<file path="src/rtl/vga_window_timing.sv">
// Programmable VGA timing generator with a placeable picture window and a linear
// picture-memory address counter, plus delayed copies of the main strobes.
module vga_window_timing #(
    parameter int H_ACTIVE = 1024,
    parameter int H_FP     = 24,
    parameter int H_SYNC   = 136,
    parameter int H_BP     = 160,
    parameter int V_ACTIVE = 768,
    parameter int V_FP     = 3,
    parameter int V_SYNC   = 6,
    parameter int V_BP     = 29,
    parameter int H_POL    = 0,
    parameter int V_POL    = 0,
    parameter int IMG_H    = 607,
    parameter int IMG_V    = 455,
    parameter int ADDR_W   = 19,
    parameter int RD_LAT   = 2
) (
    input  logic              clk,
    input  logic              reset,
    input  logic              pix_stb,
    input  logic [1:0]        mode,
    output logic [10:0]       x,
    output logic [9:0]        y,
    output logic              hsync,
    output logic              vsync,
    output logic              active,
    output logic              img_valid,
    output logic [ADDR_W-1:0] img_addr,
    output logic              frame_start,
    output logic              line_start,
    output logic              hsync_d,
    output logic              vsync_d,
    output logic              active_d,
    output logic              img_valid_d
);

    localparam int H_TOTAL = H_ACTIVE + H_FP + H_SYNC + H_BP;
    localparam int V_TOTAL = V_ACTIVE + V_FP + V_SYNC + V_BP;
    localparam int CX0     = (H_ACTIVE - IMG_H) / 2;
    localparam int CY0     = (V_ACTIVE - IMG_V) / 2;

    localparam logic [10:0] H_LAST  = 11'(H_TOTAL - 1);
    localparam logic [10:0] H_ACT   = 11'(H_ACTIVE);
    localparam logic [10:0] HS_BEG  = 11'(H_ACTIVE + H_FP);
    localparam logic [10:0] HS_END  = 11'(H_ACTIVE + H_FP + H_SYNC);
    localparam logic [10:0] CX_BEG  = 11'(CX0);
    localparam logic [10:0] CX_END  = 11'(CX0 + IMG_H);
    localparam logic [10:0] TX_END  = 11'(IMG_H);
    localparam logic [9:0]  V_LAST  = 10'(V_TOTAL - 1);
    localparam logic [9:0]  V_ACT   = 10'(V_ACTIVE);
    localparam logic [9:0]  VS_BEG  = 10'(V_ACTIVE + V_FP);
    localparam logic [9:0]  VS_END  = 10'(V_ACTIVE + V_FP + V_SYNC);
    localparam logic [9:0]  CY_BEG  = 10'(CY0);
    localparam logic [9:0]  CY_END  = 10'(CY0 + IMG_V);
    localparam logic [9:0]  TY_END  = 10'(IMG_V);

    localparam logic              HS_ON     = 1'(H_POL);
    localparam logic              VS_ON     = 1'(V_POL);
    localparam logic              RST_VALID = (CX0 == 0) && (CY0 == 0);
    localparam logic [ADDR_W-1:0] ADDR_LAST = ADDR_W'(IMG_H * IMG_V - 1);
    localparam logic [3:0]        TAP_IDLE  = {1'b0, 1'b0, ~VS_ON, ~HS_ON};

    // mode_reg only ever holds 00, 01 or 10; 11 is folded to 00 when latched.
    function automatic logic in_window(input logic [10:0] px, input logic [9:0] py,
                                       input logic [1:0] m);
        logic [10:0] xb, xe;
        logic [9:0]  yb, ye;
        if (m == 2'b01) begin
            xb = '0;     xe = TX_END; yb = '0;     ye = TY_END;
        end else begin
            xb = CX_BEG; xe = CX_END; yb = CY_BEG; ye = CY_END;
        end
        return (m != 2'b10) && (px >= xb) && (px < xe) && (py >= yb) && (py < ye);
    endfunction

    logic [10:0]       x_reg, x_next;
    logic [9:0]        y_reg, y_next;
    logic [1:0]        mode_reg, mode_next;
    logic [ADDR_W-1:0] addr_reg, addr_next;
    logic              hsync_reg, vsync_reg, active_reg, img_valid_reg;
    logic              frame_start_reg, line_start_reg;
    logic              frame_wrap;

    // Position after one pixel step; only committed on a pix_stb cycle.
    always_comb begin
        x_next     = x_reg + 11'd1;
        y_next     = y_reg;
        mode_next  = mode_reg;
        addr_next  = addr_reg;
        frame_wrap = 1'b0;
        if (x_reg == H_LAST) begin
            x_next = '0;
            if (y_reg == V_LAST) begin
                y_next     = '0;
                frame_wrap = 1'b1;
            end else begin
                y_next = y_reg + 10'd1;
            end
        end
        if (frame_wrap) begin
            mode_next = (mode == 2'b11) ? 2'b00 : mode;
            addr_next = '0;
        end else if (img_valid_reg && (addr_reg != ADDR_LAST)) begin
            addr_next = addr_reg + 1'b1;
        end
    end

    always_ff @(posedge clk) begin
        if (reset) begin
            x_reg           <= '0;
            y_reg           <= '0;
            mode_reg        <= 2'b00;
            addr_reg        <= '0;
            hsync_reg       <= ~HS_ON;
            vsync_reg       <= ~VS_ON;
            active_reg      <= 1'b1;
            img_valid_reg   <= RST_VALID;
            frame_start_reg <= 1'b1;
            line_start_reg  <= 1'b1;
        end else if (pix_stb) begin
            x_reg           <= x_next;
            y_reg           <= y_next;
            mode_reg        <= mode_next;
            addr_reg        <= addr_next;
            hsync_reg       <= ((x_next >= HS_BEG) && (x_next < HS_END)) ? HS_ON : ~HS_ON;
            vsync_reg       <= ((y_next >= VS_BEG) && (y_next < VS_END)) ? VS_ON : ~VS_ON;
            active_reg      <= (x_next < H_ACT) && (y_next < V_ACT);
            img_valid_reg   <= in_window(x_next, y_next, mode_next);
            frame_start_reg <= frame_wrap;
            line_start_reg  <= (x_next == 11'd0);
        end
    end

    assign x           = x_reg;
    assign y           = y_reg;
    assign hsync       = hsync_reg;
    assign vsync       = vsync_reg;
    assign active      = active_reg;
    assign img_valid   = img_valid_reg;
    assign img_addr    = addr_reg;
    assign frame_start = frame_start_reg;
    assign line_start  = line_start_reg;

    // Delay line taps: {img_valid, active, vsync, hsync}, advanced per pixel.
    logic [3:0] tap_src, tap_out;
    assign tap_src = {img_valid_reg, active_reg, vsync_reg, hsync_reg};

    genvar gi;
    generate
        if (RD_LAT == 0) begin : g_no_delay
            assign tap_out = tap_src;
        end else begin : g_delay
            for (gi = 0; gi < RD_LAT; gi++) begin : g_stage
                logic [3:0] stage_reg;
                if (gi == 0) begin : g_first
                    always_ff @(posedge clk) begin
                        if (reset)        stage_reg <= TAP_IDLE;
                        else if (pix_stb) stage_reg <= tap_src;
                    end
                end else begin : g_next
                    always_ff @(posedge clk) begin
                        if (reset)        stage_reg <= TAP_IDLE;
                        else if (pix_stb) stage_reg <= g_stage[gi-1].stage_reg;
                    end
                end
            end
            assign tap_out = g_stage[RD_LAT-1].stage_reg;
        end
    endgenerate

    assign hsync_d     = tap_out[0];
    assign vsync_d     = tap_out[1];
    assign active_d    = tap_out[2];
    assign img_valid_d = tap_out[3];

endmodule

</file>
<file path="config.mk">
export PLATFORM = sky130hd
export DESIGN_NAME = vga_window_timing
export DESIGN_NICKNAME = d
export VERILOG_FILES = /design/src/rtl/vga_window_timing.sv
export SDC_FILE = /design/constraint.sdc
export NUM_CORES = 1
export LEC_CHECK = 0
export CELL_PAD_IN_SITES_DETAIL_PLACEMENT = 0
export CELL_PAD_IN_SITES_GLOBAL_PLACEMENT = 2
export CORE_MARGIN = 2
export CORE_UTILIZATION = 30
export CTS_BUF_LIST = sky130_fd_sc_hd__clkbuf_4 sky130_fd_sc_hd__clkbuf_8
export CTS_CLUSTER_SIZE = 8
export DETAILED_ROUTE_END_ITERATION = 12
export PLACE_DENSITY_LB_ADDON = 0.1
export SETUP_SLACK_MARGIN = 0.4
export SKIP_LAST_GASP = 1
export SYNTH_ARGS = -nofsm -noshare
export SYNTH_HDL_FRONTEND = slang
export SYNTH_SLANG_ARGS = --single-unit
</file>
<file path="constraint.sdc">
create_clock -name clk -period 5.4 [get_ports clk]
set_input_delay 0.54 -clock clk [delete_from_list [all_inputs] [get_ports clk]]
set_output_delay 0.54 -clock clk [all_outputs]
set_load 0.01 [all_outputs]
</file>
== Yosys cells after proc, flatten, opt, wreduce, memory -nomap -nowiden ==
Cells that the tools add are included.

* Bits in registers: 56
* Bits of input ports: 5
* Output and inout bits: 50
* Logic and storage cells: 65

* Add/sub/neg operators: 3
* Order comparisons: 10
* Equal/unequal tests: 6
* Multiplexer cells: 23
* Reduce and logical (&&, ||, !) cells: 11

{| class="wikitable"
|+ Operator list
! cell !! number
|-
| two-way mux 10 bit || 7
|-
| two-way mux 11 bit || 5
|-
| two-way mux 19 bit || 2
|-
| less-than comparator 11 bit, second input constant || 2
|-
| less-than comparator 10 bit, second input constant || 2
|-
| adder 19 x 1 -> 19 bit, second input constant || 1
|-
| inequality test 19 bit, second input constant || 1
|-
| two-way mux 8 bit || 2
|-
| adder 11 x 1 -> 11 bit, second input constant || 1
|-
| == test 11 bit, second input constant || 1
|-
| greater-or-equal comparator 11 bit || 1
|-
| greater-or-equal comparator 11 bit, second input constant || 1
|-
| zero test 11 bit || 1
|-
| less-than comparator 11 bit || 1
|-
| adder 10 x 1 -> 10 bit, second input constant || 1
|-
| == test 10 bit, second input constant || 1
|-
| greater-or-equal comparator 10 bit || 1
|-
| greater-or-equal comparator 10 bit, second input constant || 1
|-
| less-than comparator 10 bit || 1
|-
| two-way mux 9 bit || 1
|-
| logical AND 1 bit || 8
|-
| two-way mux 1 bit || 4
|-
| two-way mux 2 bit || 2
|-
| == test 2 x 1 -> 1 bit, second input constant || 1
|-
| other kinds (4) || 4
|}

== Logic depth before layout (Yosys ltp) ==
* Depth after elaboration: 13
* Depth in mapped cells: 14
* Depth with buffers taken out: 14

== Least setup slack after synthesis ==
OpenSTA, ideal clock, no wires.

* Kind: reg2reg
* From: reg y_reg[4] (netlist: y[4])
* To: reg img_valid_reg (netlist: img_valid)
* Library setup time: 0.060 ns
* Data arrival time: 3.801 ns
* Data required time: 5.340 ns
* Path slack: 1.540 ns
* Cell stages (with the launch flop): 13
* Buffers on the path: 1
* Clock period less this slack: 3.860 ns
* Cell sequence: dfxtp_1 > buf_2 > or4b_1 > or4_4 > nor2_2 > mux2i_1 > inv_1 > ha_1 > a21o_1 > a2111oi_0 > a21oi_1 > o41ai_1 > o311a_1

* Longest elaborated chain between the ends: 13
* Elaborated cells between the ends (all ways): 29
* Those cells by class: 1 x add/sub; 4 x order compare; 3 x eq/ne; 17 x mux; 4 x reduce/logical

{| class="wikitable"
|+ RTL lines
! item !! line !! text
|-
| from (decl) || 78 || <nowiki>logic [9:0] y_reg, y_next;</nowiki>
|-
| from (signal assigned) || 123 || <nowiki>y_reg <= y_next;</nowiki>
|-
| == test 10 bit || 94 || <nowiki>if (y_reg == V_LAST) begin</nowiki>
|-
| two-way mux 1 bit || 94 ||
|-
| two-way mux 1 bit || 92 || <nowiki>if (x_reg == H_LAST) begin</nowiki>
|-
| two-way mux 2 bit || 101 || <nowiki>if (frame_wrap) begin</nowiki>
|-
| == test 2 x 1 -> 1 bit || 69 || <nowiki>if (m == 2'b01) begin</nowiki>
|-
| two-way mux 8 bit || 69 ||
|-
| two-way mux 11 bit || 121 || <nowiki>end else if (pix_stb) begin</nowiki>
|-
| two-way mux 11 bit || 110 || <nowiki>if (reset) begin</nowiki>
|-
| greater-or-equal comparator 11 bit || 74 || <nowiki>return (m != 2'b10) && (px >= xb) && (px < xe) && (py >= yb) && (py < ye);</nowiki>
|-
| logical AND 1 bit (3 in series) || 74 ||
|-
| logical AND 1 bit (*) || 74 ||
|-
| to (signal assigned) || 129 || <nowiki>img_valid_reg <= in_window(x_next, y_next, mode_next);</nowiki>
|-
| to (decl) || 81 || <nowiki>logic hsync_reg, vsync_reg, active_reg, img_valid_reg;</nowiki>
|}

Every way passes the cells marked *; elsewhere a longest branch is shown, timed or not. The select of a mux whose other input is x is not followed.
A chain may end at the register's enable or synchronous reset.

== Final worst setup path ==
* From: reg y_reg[5] (netlist: y[5])
* To: reg img_valid_reg (netlist: img_valid)

The elaborated chain is that of the path after synthesis.

==> reports/summary.txt <==
Root Buffer: clkbuf_8
row count: 39
Startpoint Class: flip-flop
Die Area: 0.01255 mm2
Avg WL per Cell: 16.14 um
Mapped Area: 0.003502 mm2
sequential cell area: 0.001121 mm2
Leakage: 1.538 nW
post-synthesis sequential area ratio: 32.01%
Tot Pwr: 0.7236 mW
Max Freq: 226.6 MHz
RePlAce Congestion: 0.8235
Initial Util: 30.67%
PortBufs: 54
setup TNS: 0 ps
DRT antenna net count: 0
min Tclk post-route: 4414 ps
Via density: 5.233
Clock Latency Late Sink: 320 ps
chip height: 112.0 um
vias in the first global route: 3205
power per cell area: 170.8 mW/mm2
Layout Nets: 504
initial antenna violation count: 0
via count: 3255
Yosys warning total: 0
final hold vios: 0
worst hold slack: 469.4 ps
Slew HR: 38.96%
1st-iter DRT viols: 186
crit-path cells: or4b_1 -> or4_4 -> nor2_2 -> mux2i_1 -> inv_1 -> ha_1 -> a2111oi_0 -> nand3_1 -> o41ai_1 -> o311a_1
Layout area overhead: 21.01%
fraction of final layout cells sized beyond drive strength 1: 4.593%
Syn Area/Cell: 7.977 um2
Post-Synthesis Cells: 439
# diodes: 0
Worst-Margin Slew: 890.1 ps
DRT Wirelength: 10040 um
H-tree depth: 2
M3 GR Usage: 2.052%
Final Slew Violations: 0
gr usage total: 16.18%
routing usage on met2: 27.23%
multi-input logic area: 0.002211 mm2
Final setup viols: 0
syn nets: 465
Final Skew: 11.24 ps
Main synth FF type: dfxtp_1
Crit Path Category: reg2reg
grt ovf: 0
CP peak stage delay: 790 ps
drt drc: 0
Post-synth EDFFs: 0
RSZ-0062 raised after global routing: false
Max Cap Viol: 0
DP HPWL: 7381 um
Die Span X: 112.0 um
first-pass GRT wire length: 16610 um
hold_buf cts: 0
crit-path max FO: 11
max reg flops: 19
busiest grt layer: met2
Yosys cell types: 57
outcome: finished clean
GRT met1 Usage: 22.09%
CTS tree: built
Period Utilization, post-route: 81.74%
critical path endpoint category: flip-flop
PostCTS Resize Cnt: 0
Pre-antenna DRT Iters: 4
Num Clock Sinks: 56
Yosys reg bits: 56
core area: 0.01142 mm2
Fill cells: 1213
CTS Buf Count: 5
Slowest-stage cell, CP: mux2i_1
Hold Path Class: reg2reg
num ports: 55
worst-case clock buffer depth: 2
Req. time, crit path: 5670 ps
most frequent cells in the layout: nor2_1 (56), dfxtp_1 (56), clkdlybuf4s50_1 (53)
CP arrival: 4680 ps
peak supply drop: 0.1064 mV
largest net degree at the start of global routing: 42
setup repair bufs after CTS: 0
clock slew at reported path FFs: 110 ps
asr flop ratio synth: 0%
## stage by stage
step	instance area (um2)	util [%]	instances	setup slack (ps)
6_report	4238	37.11	622	986.2
5_1_grt	4238	37.11	622	532.3
4_1_cts	4238	37.11	622	955.7
3_5_place_dp	4144	36.29	614	995.2
3_3_place_gp	4144	36.29	614	1166
2_1_floorplan	3502	-	439	1540
## worst max-delay path, delay by kind of cell (launching register included)
family | cells | cell delay [ps]
AND/OR/NAND/NOR | 4 | 1430
buffers and inverters | 1 | 340
multiplexers | 1 | 790
flip-flops | 1 | 520
AO/OA/AOI/OAI | 3 | 890
adder cells (fa/ha/maj) | 1 | 390
## final cells by class
cell class	instances	share of cell area [%]
Inverter	18	1.594
Timing Repair Buffer	58	13.35
Clock inverter	3	0.5905
Clock buffer	5	1.624
Multi-Input combinational cell	339	52.17
Sequential cell	56	26.45
Tap cell	143	4.222
## per-layer routing
metal,up-vias,part of all wire [%]
li1,1657,-
met1,1522,50
met2,63,46
met3,13,2.8
met4,0,1.3
met5,-,0
## cells by family (layout without fill, tap and decap cells)
family	Yosys count	in the layout	synth area share [%]
xor+xnor	26	26	6.502
simple gates	188	188	27.87
buf+inv	44	84	4.859
flops	56	56	32.01
fa+ha+maj	21	21	7.503
mux	16	16	4.573
compound gates	88	88	16.68
## path summary, 6_finish.rpt
check        slack (ps)                             from  cells after the start                              end
min                 470  g_delay.g_stage[0].stage_reg[1]                      1  g_delay.g_stage[1].stage_reg[1]
min reg2reg         470  g_delay.g_stage[0].stage_reg[1]                      1  g_delay.g_stage[1].stage_reg[1]
max reg2reg         990                             y[5]                     10                        img_valid
max                 990                             y[5]                     10                        img_valid
## synth_stat cells, types with 3 or more instances
master / number / share of area, %
nand4_1: 7 / 1.3
inv_1: 18 / 1.9
nor4_1: 8 / 1.4
and2_1: 4 / 0.71
a211oi_1: 3 / 0.64
and3_1: 4 / 0.71
nor2b_1: 7 / 1.3
a21oi_1: 28 / 4.0
ha_1: 21 / 7.5
nor3_1: 12 / 1.7
xnor2_1: 10 / 2.5
a31oi_1: 3 / 0.54
nand3_1: 20 / 2.9
buf_1: 3 / 0.32
or3_1: 16 / 2.9
clkbuf_1: 19 / 2.0
o2111ai_1: 3 / 0.75
o21ai_0: 18 / 2.6
a311oi_1: 3 / 0.75
buf_2: 4 / 0.57
a21o_1: 3 / 0.64
dfxtp_1: 56 / 32
nand2_1: 33 / 3.5
a221o_1: 3 / 0.86
a211o_1: 5 / 1.3
mux2i_1: 16 / 4.6
nor2_1: 56 / 6.0
xor2_1: 16 / 4.0
## power breakdown
group	switching [mW]	total [mW]	leakage, nW	internal, mW
clock	0.156	0.251	0.0452	0.0952
combinational	0.0265	0.0481	1.04	0.0217
sequential	0.00562	0.424	0.454	0.419
(Power assumes the default switching activity.)
